==> config.mk <==
export PLATFORM = sky130hd
export DESIGN_NAME = wasm_lsu
export DESIGN_NICKNAME = d
export VERILOG_FILES = /design/src/rtl/wasm_lsu.sv
export SDC_FILE = /design/constraint.sdc
export NUM_CORES = 1
export LEC_CHECK = 0
export ABC_AREA = 1
export CORE_MARGIN = 4
export CORE_UTILIZATION = 40
export CTS_CLUSTER_SIZE = 16
export DETAILED_ROUTE_END_ITERATION = 6
export GPL_ROUTABILITY_DRIVEN = 0
export PLACE_DENSITY = 0.84
export SYNTH_ARGS = -nofsm -noshare
export SYNTH_HDL_FRONTEND = slang
export SYNTH_SLANG_ARGS = --single-unit
==> constraint.sdc <==
create_clock -name clk -period 3.5 [get_ports clk]
set_clock_uncertainty 0.1 [all_clocks]
set_input_delay 0.525 -clock clk [delete_from_list [all_inputs] [get_ports clk]]
set_output_delay 0.525 -clock clk [all_outputs]
set_load 0.01 [all_outputs]
==> src/rtl/wasm_lsu.sv <==
// wasm_lsu: load/store unit for the linear-memory read/write ports.
// Accepts one memarg access at a time, forms base+offset with a 33-bit carry
// check, issues a single read or write and returns one response.
// Optional feature: define LSU_STATS_EN to add saturating load/store/trap counters.

package wasm_pkg;
    typedef enum logic [3:0] {
        OP_NONE         = 4'd0,
        OP_I32_LOAD     = 4'd1,
        OP_I64_LOAD     = 4'd2,
        OP_I32_LOAD8_S  = 4'd3,
        OP_I32_LOAD8_U  = 4'd4,
        OP_I32_LOAD16_S = 4'd5,
        OP_I32_LOAD16_U = 4'd6,
        OP_I64_LOAD32_S = 4'd7,
        OP_I64_LOAD32_U = 4'd8,
        OP_I32_STORE    = 4'd9,
        OP_I64_STORE    = 4'd10,
        OP_I32_STORE8   = 4'd11,
        OP_I32_STORE16  = 4'd12,
        OP_I64_STORE32  = 4'd13
    } mem_op_t;

    typedef enum logic [1:0] {
        TRAP_NONE          = 2'd0,
        TRAP_OUT_OF_BOUNDS = 2'd1
    } trap_t;
endpackage

module wasm_lsu
    import wasm_pkg::*;
#(
    parameter int STORE_WAIT = 1
) (
    input  logic        clk,
    input  logic        rst,
    input  logic        req_valid,
    output logic        req_ready,
    input  logic        req_is_store,
    input  mem_op_t     req_op,
    input  logic [31:0] req_base,
    input  logic [31:0] req_offset,
    input  logic [63:0] req_data,
    output logic        resp_valid,
    input  logic        resp_ready,
    output logic [63:0] resp_data,
    output trap_t       resp_trap,
    output logic        mem_rd_en,
    output logic [31:0] mem_rd_addr,
    output mem_op_t     mem_rd_op,
    input  logic [63:0] mem_rd_data,
    input  logic        mem_rd_valid,
    input  trap_t       mem_trap,
    output logic        mem_wr_en,
    output logic [31:0] mem_wr_addr,
    output mem_op_t     mem_wr_op,
    output logic [63:0] mem_wr_data,
    input  logic        mem_wr_valid
`ifdef LSU_STATS_EN
    ,
    output logic [31:0] stat_loads,
    output logic [31:0] stat_stores,
    output logic [31:0] stat_traps
`endif
);

    typedef enum logic [1:0] {S_IDLE, S_ISSUE, S_WAIT_WR, S_RESP} state_t;

    localparam logic [7:0] WAIT_LAST = 8'(STORE_WAIT - 1);

    state_t      state_q, state_d;
    mem_op_t     op_q, op_d;
    logic [63:0] data_q, data_d;
    logic        is_store_q, is_store_d;
    logic [32:0] ea_q, ea_d;
    logic [7:0]  wcnt_q, wcnt_d;
    logic [63:0] resp_data_q, resp_data_d;
    trap_t       resp_trap_q, resp_trap_d;

    // Memory returns raw little-endian bytes in the low bits; widen to the wasm value.
    function automatic logic [63:0] load_extend(input mem_op_t op, input logic [63:0] raw);
        logic signed [7:0]  b8;
        logic signed [15:0] h16;
        logic signed [31:0] w32;
        logic signed [31:0] s32;
        logic signed [63:0] s64;
        b8  = raw[7:0];
        h16 = raw[15:0];
        w32 = raw[31:0];
        case (op)
            OP_I32_LOAD:     return {32'h0, raw[31:0]};
            OP_I64_LOAD:     return raw;
            OP_I32_LOAD8_S:  begin s32 = b8;  return {32'h0, s32}; end
            OP_I32_LOAD8_U:  return {56'h0, raw[7:0]};
            OP_I32_LOAD16_S: begin s32 = h16; return {32'h0, s32}; end
            OP_I32_LOAD16_U: return {48'h0, raw[15:0]};
            OP_I64_LOAD32_S: begin s64 = w32; return s64; end
            OP_I64_LOAD32_U: return {32'h0, raw[31:0]};
            default:         return 64'h0;
        endcase
    endfunction

    function automatic logic [31:0] sat_inc(input logic [31:0] v);
        return (v == 32'hFFFF_FFFF) ? v : v + 32'd1;
    endfunction

`ifdef LSU_STATS_EN
    logic [31:0] loads_q, loads_d, stores_q, stores_d, traps_q, traps_d;
    assign stat_loads  = loads_q;
    assign stat_stores = stores_q;
    assign stat_traps  = traps_q;
`endif

    assign resp_data = resp_data_q;
    assign resp_trap = resp_trap_q;

    // Next-state, capture and memory-port drive for the access sequence.
    always_comb begin
        state_d     = state_q;
        op_d        = op_q;
        data_d      = data_q;
        is_store_d  = is_store_q;
        ea_d        = ea_q;
        wcnt_d      = wcnt_q;
        resp_data_d = resp_data_q;
        resp_trap_d = resp_trap_q;
        req_ready   = 1'b0;
        resp_valid  = 1'b0;
        mem_rd_en   = 1'b0;
        mem_rd_addr = 32'h0;
        mem_rd_op   = OP_NONE;
        mem_wr_en   = 1'b0;
        mem_wr_addr = 32'h0;
        mem_wr_op   = OP_NONE;
        mem_wr_data = 64'h0;
`ifdef LSU_STATS_EN
        loads_d  = loads_q;
        stores_d = stores_q;
        traps_d  = traps_q;
`endif
        case (state_q)
            S_IDLE: begin
                req_ready = 1'b1;
                if (req_valid) begin
                    op_d       = req_op;
                    data_d     = req_data;
                    is_store_d = req_is_store;
                    ea_d       = {1'b0, req_base} + {1'b0, req_offset};
                    state_d    = S_ISSUE;
                end
            end
            S_ISSUE: begin
                if (ea_q[32]) begin
                    // Carry out of the 32-bit address space: never touch memory.
                    resp_data_d = 64'h0;
                    resp_trap_d = TRAP_OUT_OF_BOUNDS;
                    state_d     = S_RESP;
                end else if (is_store_q) begin
                    mem_wr_en   = 1'b1;
                    mem_wr_addr = ea_q[31:0];
                    mem_wr_op   = op_q;
                    mem_wr_data = data_q;
                    wcnt_d      = 8'h0;
                    state_d     = S_WAIT_WR;
                end else begin
                    mem_rd_en   = 1'b1;
                    mem_rd_addr = ea_q[31:0];
                    mem_rd_op   = op_q;
                    if (mem_rd_valid) begin
                        resp_data_d = load_extend(op_q, mem_rd_data);
                        resp_trap_d = TRAP_NONE;
                    end else begin
                        resp_data_d = 64'h0;
                        resp_trap_d = (mem_trap != TRAP_NONE) ? mem_trap : TRAP_OUT_OF_BOUNDS;
                    end
                    state_d = S_RESP;
                end
            end
            S_WAIT_WR: begin
                if (wcnt_q == WAIT_LAST) begin
                    resp_data_d = 64'h0;
                    resp_trap_d = mem_wr_valid ? TRAP_NONE : TRAP_OUT_OF_BOUNDS;
                    state_d     = S_RESP;
                end else begin
                    wcnt_d = wcnt_q + 8'd1;
                end
            end
            S_RESP: begin
                resp_valid = 1'b1;
                if (resp_ready) begin
                    resp_data_d = 64'h0;
                    resp_trap_d = TRAP_NONE;
                    state_d     = S_IDLE;
`ifdef LSU_STATS_EN
                    if (resp_trap_q != TRAP_NONE) traps_d  = sat_inc(traps_q);
                    else if (is_store_q)          stores_d = sat_inc(stores_q);
                    else                          loads_d  = sat_inc(loads_q);
`endif
                end
            end
            default: state_d = S_IDLE;
        endcase
    end

    // Control and response registers; reset abandons any access in flight.
    always_ff @(posedge clk) begin
        if (rst) begin
            state_q     <= S_IDLE;
            wcnt_q      <= 8'h0;
            resp_data_q <= 64'h0;
            resp_trap_q <= TRAP_NONE;
`ifdef LSU_STATS_EN
            loads_q     <= 32'h0;
            stores_q    <= 32'h0;
            traps_q     <= 32'h0;
`endif
        end else begin
            state_q     <= state_d;
            wcnt_q      <= wcnt_d;
            resp_data_q <= resp_data_d;
            resp_trap_q <= resp_trap_d;
`ifdef LSU_STATS_EN
            loads_q     <= loads_d;
            stores_q    <= stores_d;
            traps_q     <= traps_d;
`endif
        end
    end

    // Request operands; only consumed while an access is in flight.
    always_ff @(posedge clk) begin
        op_q       <= op_d;
        data_q     <= data_d;
        is_store_q <= is_store_d;
        ea_q       <= ea_d;
    end

endmodule
# Yosys cells after proc, flatten, opt, wreduce, memory -nomap -nowiden
# Index checks and enable logic that the tools add are counted.
[word_totals]
input_bits = 205
output_inout_bits = 206
ff_bits = 178
wordCells = 85
[op_classes]
n_mux = 47
reduce_logical = 10
eq_ne = 18
n_addsub = 2
[ops]
columns = ["operator", "count"]
rows = [
  ["two-way mux 64 bit", 8],
  ["case mux 64 bit (7 select lines)", 1],
  ["two-way mux 32 bit", 6],
  ["case mux 64 bit (3 select lines)", 1],
  ["adder 32 x 32 -> 33 bit", 1],
  ["two-way mux 4 bit", 6],
  ["two-way mux 8 bit", 3],
  ["equality test 4 x 3 -> 1 bit (second input constant)", 4],
  ["two-way mux 2 bit", 8],
  ["case mux 8 bit (2 select lines)", 1],
  ["inequality test 2 bit (second input constant)", 6],
  ["two-way mux 1 bit", 11],
  ["adder 8 x 1 -> 8 bit (second input constant)", 1],
  ["equality test 4 x 2 -> 1 bit (second input constant)", 2],
  ["logical NOT 8 bit", 1],
  ["case mux 2 bit (4 select lines)", 1],
  ["AND reduction 4 bit", 2],
  ["case mux 2 bit (3 select lines)", 1],
  ["equality test 2 bit (second input constant)", 2],
  ["equality test 4 x 1 -> 1 bit (second input constant)", 1],
  ["equality test 4 bit (second input constant)", 1],
  ["nonzero test 2 bit", 2],
  ["inequality test 3 bit (second input constant)", 1],
  ["AND reduction 3 bit", 1],
  ["5 further kinds", 5],
]

# Logic depth before layout (Yosys ltp)
# Gate-level depths: netlist of the first run.
[logic_depth]
ltp_word = 7
ltp_mapped = 12
depth_no_buf = 12

# Worst setup path after synthesis of the first run
# OpenSTA, ideal clock, no wires.
[synth_path]
path_kind = "register -> register"
from = "reg state_q[0]"
to = "reg data_q[0], enable pin"
path_slack_ns = 0.241
path_stages_with_launch = 5
period_less_slack_ns = 3.259
arrival_ns = 2.704
path_buffers = 0
t_required_ns = 2.944
setup_time_ns = 0.456
path_cell_list = "dfxtp_1 -> inv_1 -> ha_1 -> nand2_1 -> inv_1"
[synth_between]
elab_chain_cells = 2
[synth_lines]
columns = ["item", "line", "source"]
rows = [
  ["start, declared", "71", "state_t state_q, state_d;"],
  ["start signal, assigned", "218", "state_q <= state_d;"],
  ["logical NOT 2 bit", "141", "case (state_q)"],
  ["AND reduction 2 bit (no line)", "--", ""],
  ["end signal, assigned", "233", "data_q <= data_d;"],
  ["end, declared", "73", "logic [63:0] data_q, data_d;"],
]
# No other way between the ends.
# A chain may end at the register's enable or synchronous reset.

# Worst setup path after layout of the first run
[layout_path]
from = "reg state_q[1]"
to = "out mem_rd_addr[1]"
[layout_between]
elab_chain_cells = 2
[layout_lines]
columns = ["item", "line", "source"]
rows = [
  ["equality test 2 x 1 -> 1 bit", "141", ""],
  ["two-way mux 32 bit", "141", ""],
  ["end, declared", "49", "output logic [31:0] mem_rd_addr,"],
]
# No other way between the ends.

==> results of run 1 <==
==> critical path, cell delays in order (launching register included) <==
cell and delay, ps:
sky130_fd_sc_hd__dfxtp_1 360, sky130_fd_sc_hd__inv_1 100, sky130_fd_sc_hd__ha_1 240, sky130_fd_sc_hd__inv_1 90, sky130_fd_sc_hd__nor3_2 210, sky130_fd_sc_hd__clkinv_1 130, sky130_fd_sc_hd__buf_4 230, sky130_fd_sc_hd__nor2_1 220
sky130_fd_sc_hd__clkdlybuf4s50_1 600
==> registers in the layout (all words and copies together) (netlist names) <==
name	count
op_q	4
data_q	64
wcnt_q	8
is_store_q	1
ea_q	33
state_q	2
resp_data	64
resp_trap	2
==> power groups by stage <==
stage / combinational [mW] / sequential [mW] / clock (mW)
floorplan: 1.48 / 2.87 / 0
global placement: 2.61 / 2.85 / 0
detailed placement: 2.67 / 2.88 / 0
CTS: 2.68 / 2.83 / 1.95
global route: 2.94 / 2.86 / 2.05
finish: 2.69 / 2.83 / 1.90
==> logic make-up after synthesis <==
logic type,after synthesis,share of synthesized area [%]
and+or+nand+nor,829,32.0
buffers and inverters,310,11.7
DFF,178,44.4
AOI/OAI and AO/OA,113,5.61
adders and majority gates,39,4.80
xor gates and xnor gates,18,1.53
==> area by class of cell <==
| class | instances | area (µm²) | share of cell area [%] |
|---|---|---|---|
| antenna | 2 | 5.00 | 0.0326 |
| clock buffer | 18 | 429 | 2.80 |
| clock inverter | 14 | 153 | 0.995 |
| inverter | 262 | 986 | 6.43 |
| multi-input combinational | 999 | 4550 | 29.7 |
| sequential | 178 | 4580 | 29.9 |
| tap | 330 | 413 | 2.69 |
| timing repair buffer | 422 | 4220 | 27.5 |
==> repair_timing <==
action,in CTS,in global routing
setup endpoints to repair,0,3
buffers inserted,0,0
gates resized for setup,0,2
==> metal layers <==
layer  vias to the layer above  share of wire, %
li1                       5354                 -
met5                         -                 0
met2                       450                50
met4                         0               4.4
met1                      4928                39
met3                        71               6.9
==> worst min path at each step <==
stage / start / endpoint / cells past startpoint
after floorplan: wcnt_q[2] / wcnt_q[2] / 2
after global placement: resp_data[46] / resp_data[46] / 2
after detailed placement: resp_data[59] / resp_data[59] / 2
after CTS: resp_data[52] / resp_data[52] / 2
after global routing: resp_data[7] / resp_data[7] / 2
final: resp_data[59] / resp_data[59] / 2
==> metrics by stage <==
step | hold slack [ps] | utilization [%] | instances | power (mW) | cell area [µm²]
after detailed placement | 355 | 58.4 | 2191 | 5.54 | 14700
final | 365 | 60.7 | 2225 | 7.42 | 15300
after global routing | 388 | 60.7 | 2225 | 7.85 | 15300
after global placement | 351 | 58.4 | 2191 | 5.46 | 14700
after CTS | 367 | 60.7 | 2223 | 7.46 | 15300
after floorplan | 367 | - | 1487 | 4.34 | 10300
==> cell usage after synthesis (all sizes together) (9+ instances only) <==
master / instances
a21oi: 99
buf: 22
clkbuf: 26
dfxtp: 76
edfxtp: 102
ha: 38
inv: 261
nand2: 537
nand3: 50
nand4: 23
nor2: 199
nor3: 14
o21ai: 9
xor2: 17
==> impl.org, run 1 <==
** Run
- Max-cap violation count :: 0

** Synthesis
- The synthesized design spends more area on one cell type than any other, namely sky130_fd_sc_hd__edfxtp_1.
- The synthesized design contains 102 enable-type register cells.
- The number of nets in the synthesized netlist is between 1,500 and 2,000.
- After synthesis the cells add up to 0.0103 mm².
- Distinct cell type count after synthesis :: 31
- Synthesized area per cell :: 6.94 µm²
- The share of the Yosys chip area taken by registers is approximately 44%.
- Syn. warnings :: 0
- Ys async rst share :: 0%
- Yosys attributes the largest share of cell area to sky130_fd_sc_hd__edfxtp_1 30%, sky130_fd_sc_hd__nand2_1 20%, sky130_fd_sc_hd__dfxtp_1 15%, sky130_fd_sc_hd__inv_1 9.4%, sky130_fd_sc_hd__nor2_1 7.1%.
- Synthesis produced 1,487 cells.
- The share of synthesized area in the top cell type comes to 29.7%.
- Number of synthesized register bits :: around 180
- Prevailing post-synth register cell :: sky130_fd_sc_hd__edfxtp_1

** Drt
- First-pass detailed-route iteration total :: 5
- For this run, design rule violations remaining after detail routing come to 0.
- Via count :: 10,803
- The first routing iteration left 885 violations.
- Dividing the detail-routed via count by the number of cells gives between 4 and 5.
- Dividing the detail-routed wire length by the instance count gives 15.4 µm.
- The count of nets left with antenna violations once routing finished came out at 0.
- The routed design has ~34 mm of wire.

** Power and ir drop
- Of the total power, the clock network draws between 20% and 30%.
- Sequential share of power :: 38.1%
- For this design the ratio of total power to cell area is between 400 and 500 mW/mm².
- Leak pwr :: around 7 nW
- Net switching is 37.0% of the power.
- Sw Pwr :: 2.74 mW
- Share of power burned in combinational logic :: a little over a third
- Across the VDD grid, the largest voltage drop is a little under 0.3 mV.
- Total internal power :: between 4 and 5 mW

** Floorplan
- Die height :: 169 µm
- Area inside the core boundary :: 0.0253 mm²
- Initial cell density of the core :: 40.9%
- The die covers 0.0284 mm².
- In this run the count of I/O pins placed on the die edge is between 400 and 500.
- In this run the core area contains 58 standard-cell rows.
- Die width :: 169 µm

** Critical path
- Slack of the worst reg-to-reg path :: 860 ps
- CP Launch Point :: state_q[1]
- CP endpoint :: mem_rd_addr[1]
- Largest fanout on the critical path :: 25
- WP data arrival :: 2590 ps
- Classification of the worst setup path :: flip-flop to primary output
- Kind of start point of the critical path :: flip-flop
- Critical R2R Capture :: resp_data[0]
- Worst Setup End Kind :: primary output
- Worst Reg-to-Reg Cells :: 10
- Worst path required time :: 2870 ps
- Startpoint of the worst register-to-register path :: state_q[1]

** Global routing
- For this run the aggregate overflow at the end of global routing stands at 0.
- Met2 track utilization from global routing :: 40.1%
- The layer flagged by global routing as most heavily used is met2.
- Entering global routing, the biggest net connects 67 pins.
- Met3 demand-to-capacity share in global routing :: 3.90%
- The first global-routing pass estimated roughly 53 mm of wire.
- The number of antenna violations at the first check in global routing came to 2.
- Combined global-route utilization of all metal layers :: 23.0%
- The number of global-route vias before repair was ~10,000.
- In the global route stage, met1 resource usage came out at 27.8%.

** STA
- Final setup fails :: 0
- Final Cycle Share :: 91.9%
- Setup TNS :: 0 ps
- Worst Tran Pin Value :: 999 ps
- Unrepaired setup endpoints after global routing :: false
- Across all setup checks in the final design, the least slack found is 284 ps.
- Headroom to the max-slew limit :: between 30% and 40%
- The number of slew-limit violations in the final report is 0.
- The worst path needs 3220 ps of the cycle, external delays included.
- The total count of hold-check failures in the final report is 0.
- Timing would allow up to 311 MHz.

** Clocking
- Clock network latency to the later pin of the worst-skew pair :: 410 ps
- After clock tree synthesis, the flow added hold-fix buffers numbering 0.
- TritonCTS built the clock tree.
- TritonCTS sink count :: approximately 180
- In this run the deepest clock path goes through 2 buffers.
- CTS built an H-tree with a depth of 4.
- Clock tree synthesis inserted a total of 17 buffers.
- Clock-pin slew was measured on the worst setup and hold paths at roughly 70 ps.
- The cell sitting at the root of the clock tree is a sky130_fd_sc_hd__clkbuf_16.

** Final layout
- Final-stage net count :: 2,124
- Cells with a size suffix above 1 make up 3.12% of the layout.
- Fill cells in the final layout number between 2,000 and 2,500.
- Leading cell types in the layout, fill and taps excluded :: 537 x sky130_fd_sc_hd__nand2_1, 409 x sky130_fd_sc_hd__clkdlybuf4s50_1, 257 x sky130_fd_sc_hd__inv_1
- Most common library cell in the layout ignoring fill and taps :: sky130_fd_sc_hd__nand2_1
- Layout area overhead :: 48.6%

** Placed design
- Post-Place Worst Slack :: around 570 ps
- Port buffering added 410 buffers.
- Hpwl dp :: 27.0 mm

** Worst hold path
- Worst hold-check path type :: flip-flop to flip-flop

** Outcome
- The run finished with clean final reports.
Power figures use the tool's default switching activity.
==> run 2: changes to the inputs <==
CORE_UTILIZATION = 44   (was 40)
PLACE_DENSITY = 0.9   (was 0.84)
==> run 2 against run 1 <==
Compared with the run above:
- worst setup slack got worse by 55 ps
- design area barely moved
- first-iteration DRC count rose by 22%
- clock-buffer cell count fell by 1
- wire length rose by 0.28%
- clock power rose by 3%
- largest power group unchanged
- sequential share of layout area barely moved
- largest cell class unchanged
- utilization rose by 6.4 points
- highest routed layer is now met5
- combinational power barely moved
==> impl.org, run 2 (same netlist as run 1, synthesis figures left out) <==
** Final layout
- The antenna diode count is 0 (-2).
- Layout area overhead :: 48.5% (about the same)
- The proportion of layout cells with a drive suffix above 1 was 3.17% (+0.051 points).
- Final-stage net count :: 2,125 (+0.047%)
- Leading cell types in the layout, fill and taps excluded :: 537 x sky130_fd_sc_hd__nand2_1, 409 x sky130_fd_sc_hd__clkdlybuf4s50_1, 257 x sky130_fd_sc_hd__inv_1
- The final core area utilization was 67.1% (+6.4 points).
- Leaving out fill and tap cells, the most frequent cell in the layout is sky130_fd_sc_hd__nand2_1.

** Clocking
- Clock tree synthesis selected as its root buffer the cell sky130_fd_sc_hd__clkbuf_16.
- The number of gates given a new drive strength after cts came to 0 (unchanged).
- The clock latency on the worst-skew pair was 430 ps (+20 ps).
- TritonCTS built the clock tree.
- The clock-pin transition on the worst setup and hold timing paths is 80 ps (about the same).
- The deepest level of the CTS H-tree is 4 (unchanged).
- The number of setup buffers added after CTS came to 0 (unchanged).
- The hold buffer count at cts came to 0 (unchanged).
- Worst-case clock buffer depth :: 2 (unchanged)
- TritonCTS sink count :: 178 (unchanged)
- The number of buffers inserted during clock tree synthesis was 17 (unchanged).

** Power and ir drop
- Sw Pwr :: 2.76 mW (+0.79%)
- The power share of the sequential group came to 37.8% (-0.3 points).
- The relative contribution of the clock network to total power came to 26.2% (+0.5 points).
- Leak pwr :: 7.00 nW (+0.14%)
- The worst supply voltage drop on vdd was 0.399 mV (+38%).
- The fraction of power spent switching nets was 37.2% (+0.17 points).
- Share of power burned in combinational logic :: 35.9% (-0.3 points)
- Total internal power :: 4.68 mW (about the same)
- Total power density per cell area :: 485 mW/mm² (+0.40%)

** Global routing
- Maximum number of pins on one net before global-route repair :: 67 (unchanged)
- The number of antenna violations at the first check in global routing came to 1 (-1).
- The number of global-route vias before repair is 10,154 (-0.36%).
- GR Overflow Total :: 0 (unchanged)
- First-pass GRT wire length :: 53.1 mm (+0.98%)
- The overall global routing resource usage is 25.4% (+2.4 points).

** Worst hold path
- The path with the worst hold slack has its endpoint at resp_data[28].
- Worst hold-check path type :: flip-flop to flip-flop
- Hold path start :: resp_data[28]
- Hold path cells :: 2 (unchanged)

** Outcome
- The flow ran to the end, and the final reports show no timing, DRC or antenna violations.

** STA
- Highest achievable clock rate :: 306 MHz (-1.7%)
- Shortest period the worst path allows :: 3270 ps (+54.9 ps)
- Number of hold-slack violations in the final timing report :: 0 (unchanged)
- Final Cycle Share :: 93.4% (+1.6 points)
- The slew at the pin closest to its max-slew limit is 797 ps (-201 ps).
- The count of endpoints failing setup in the final report was 0 (unchanged).
- Setup TNS :: 0 ps (unchanged)
- Headroom to the max-slew limit :: 46.8% (+13 points)
- Unrepaired setup endpoints after global routing :: false
- The number of slew-limit violations in the final report is 0 (unchanged).

** Critical path
- The critical path arrival came to 2650 ps (+60 ps).
- The logic depth of the worst register-to-register path was 8 (-2).
- The required time at the endpoint of the critical path was 2870 ps (about the same).
- The endpoint identified for the worst register-to-register timing path is resp_data[52].
- The worst setup path is captured at a primary output.
- The top fanout value on the critical path is 26 (+4.0%).
- Counting stages on the worst path, the most repeated cell is sky130_fd_sc_hd__inv_1.
- On the critical path, the stage with the largest delay is an instance of sky130_fd_sc_hd__clkdlybuf4s50_1.
- Slack of the worst reg-to-reg path :: 870 ps (about the same)
- The worst register-to-register path begins at state_q[0].
- Critical path's largest stage delay :: 610 ps (about the same)
- Traced cell by cell, the critical path runs through inv_1 -> ha_1 -> inv_1 -> nor3_1 -> clkinv_1 -> buf_4 -> nor2_1 -> clkdlybuf4s50_1.
- Kind of start point of the critical path :: flip-flop
- The critical path in this run is classified as flip-flop to primary output.

** Floorplan
- Area inside the core boundary :: 0.0228 mm² (-9.5%)
- The overall die area was 0.0260 mm² (-8.7%).
- Die height :: 161 µm (-4.4%)
- The die extent in x is 161 µm (-4.4%).
- The number of placement rows was 55 (-5.2%).
- The number of top-level pins came to 411 (unchanged).
- The starting density of the core was 45.2% (+4.3 points).

** Drt
- The post-detailed-route wirelength per cell came to 15.5 µm (+1.1%).
- The total via count in the routed design is 10,865 (+0.57%).
- The initial DRC count is 1,081 (+22%).
- The residual DRC count is 0 (unchanged).
- Routed vias/inst :: 4.92 (+1.4%)
- The detailed-route wire length came to 34.3 mm (+0.28%).
- The number of nets still failing antenna checks after routing came to 0 (unchanged).
- The count of TritonRoute iterations in the first routing pass is 6 (+1).

** Run
- The number of max-capacitance violations reported came to 0 (unchanged).

** Placed design
- The number of port buffers is 410 (unchanged).
- Hpwl dp :: 26.8 mm (-0.90%)
==> run 2: worst max path at each step <==
stage / startpoint / to / slack (ps) / depth (start not counted)
after floorplan: state_q[0] / data_q[0] / 240 / 4
after global placement: req_base[0] / ea_q[24] / 680 / 13
after detailed placement: req_base[0] / ea_q[32] / 620 / 13
after CTS: state_q[1] / mem_rd_addr[22] / 200 / 8
after global routing: state_q[1] / mem_rd_addr[7] / 0.7 / 8
final: state_q[1] / mem_rd_addr[22] / 230 / 8
==> run 2: power groups by stage <==
stage	registers, mW	logic [mW]	clock network, mW
finish	2.82	2.67	1.95
CTS	2.82	2.67	1.99
global placement	2.85	2.60	0
detailed placement	2.86	2.66	0
floorplan	2.87	1.48	0
global route	2.85	2.93	2.08
==> run 2: area by class of cell <==
| type | count | area [µm²] |
|---|---|---|
| fill | 1798 | 7520 |
| sequential | 178 | 4580 |
| multi-input combinational | 999 | 4550 |
| timing repair buffer | 423 | 4210 |
| inverter | 262 | 986 |
| clock buffer | 17 | 425 |
| tap | 313 | 392 |
| clock inverter | 15 | 186 |
==> run 2: metal layers <==
metal  global-route usage [%]  part of all wire, %
met1                     30.1                   38
met2                     45.2                   50
met3                     5.15                  7.5
met4                     10.1                  3.7
met5                        0                0.023
==> run 2: through the flow <==
stage	hold slack (ps)	worst slack [ps]	std cells	total power, mW	instance area (µm²)
5_1_grt	384	0.728	2207	7.86	15300
3_5_place_dp	356	615	2175	5.53	14700
2_1_floorplan	367	241	1487	4.34	10300
3_3_place_gp	351	685	2175	5.45	14700
4_1_cts	368	196	2207	7.49	15300
6_report	366	230	2207	7.44	15300
==> run 2: critical path, delay by kind of cell, from the launching register on <==
kind | cells | cell delay (ps)
buffers and inverters | 5 | 1180
adders and majority gates | 1 | 240
and+or+nand+nor | 2 | 430
DFF | 1 | 350
==> run 3: changes to the inputs <==
ABC_CLOCK_PERIOD_IN_PS = 3500   (was unset)
==> results of run 3 <==
Final layout, timing and power as in run 2 (identical DEF).
==> edit, RTL diff (flow settings as in run 3) <==
Build with the macro `LSU_STATS_EN` defined.
--- a/src/rtl/wasm_lsu.sv
+++ b/src/rtl/wasm_lsu.sv
@@ -4,2 +4,4 @@
 // Optional feature: define LSU_STATS_EN to add saturating load/store/trap counters.
+
+`define LSU_STATS_EN
 
Formal check against the unedited RTL (old outputs only; new: stat_loads, stat_stores and stat_traps): equivalent (Yosys induction, for registers that start in step).
==> edit against run 3 <==
The run now ends with design-rule violations left; setup slack improved by 0.0010 ns; die area increased by 55%; wire length increased by 68%; non-clock buffer count increased by 101; power increased by 38%; area after synthesis increased by 58%; sequential cell count increased by 96; final area increased by 49%; sequential power increased by 39%; worst hold slack got worse by 0.039 ns; critical endpoint is now mem_wr_op[2]; highest routed layer unchanged.
==> edit: results <==
group,metric,value,unit
placed_design,dp.cells,3329,
routing,drc_errors,7,
status,status,"complete, but fails checks",
global_routing,grt_use_met1,0.330,
routing,dr.pass1.iters,7,
worst_setup_path,reg2reg_depth,5,
routing,wirelength,57.7,mm
logic_synthesis,synth-seq-area-share,0.398,
placed_design,placed_area,21700,um^2
clocking,htreeDepth,2,
pwr,vdd_drop_max,354,uV
global_routing,grt_pass1_vias,17300,
final_layout,final_cells,3394,
global_routing,grt_antenna_before_repair,2,
hold_path,hold_end,"stat_loads[4]",
clocking,cts_buffers,35,
final_layout,final_nets,3145,
pwr,p_leak,0.00933,uW
hold_path,hold_class,"input pin to flip-flop",
placed_design,io_buffer_count,506,
clocking,path_clk_slew,0.06,ns
status,violations,"design-rule violations",
global_routing,grt_pass1_wl,90.4,mm
routing,wl_met2,28.1,mm
worst_setup_path,r2r-start,"op_q[3]",
edit: critical path: cells and delay by family (launching register included):
kind	cells	cell delay [ns]
flops	1	0.34
simple gates	2	0.46
fa+ha+maj	1	0.24
buf+inv	3	1.07
edit: kinds of logic (layout without fill, tap and decap cells):
group                    after synthesis  after routing  synth area share
flip-flops                           274            274             0.398
buffers and inverters                336            844            0.0873
other                                  0              3                 0
AO/OA/AOI/OAI                        243            243            0.0772
XOR/XNOR                              58             58            0.0311
AND/OR/NAND/NOR                     1462           1462             0.373
adder cells (fa/ha/maj)               42             42            0.0326
edit: what timing repair did:
| item | CTS | global route |
|---|---|---|
| gates resized for setup | 0 | 1 |
| setup buffers | 0 | 0 |
| setup endpoints to repair | 0 | 36 |
edit: power breakdown:
part           internal, uW  switching, uW
clock                  2200           1410
sequential             3760            166
combinational          1010           1720
total                  6980           3300
edit: final cells by class:
| type | instances | area, um^2 |
|---|---|---|
| Multi-Input combinational cell | 1805 | 8420 |
| Tap cell | 468 | 586 |
| Sequential cell | 274 | 6510 |
| Timing Repair Buffer | 524 | 5220 |
| Fill cell | 3005 | 13700 |
| Clock buffer | 56 | 1090 |
| Clock inverter | 6 | 58.8 |
| Inverter | 258 | 975 |
| Antenna cell | 3 | 7.51 |
edit: worst max path at each step:
stage           startpoint               to  slack, ns  depth (start not counted)
6_report        state_q[1]     mem_wr_op[2]       0.23                          6
5_1_grt         state_q[1]     mem_rd_op[2]       0.02                          8
4_1_cts         state_q[1]  mem_rd_addr[14]       0.04                          8
3_5_place_dp    state_q[1]  mem_rd_addr[14]       0.64                          8
3_3_place_gp   req_base[0]         ea_q[28]       0.68                         13
2_1_floorplan   state_q[0]        data_q[0]       0.24                          4
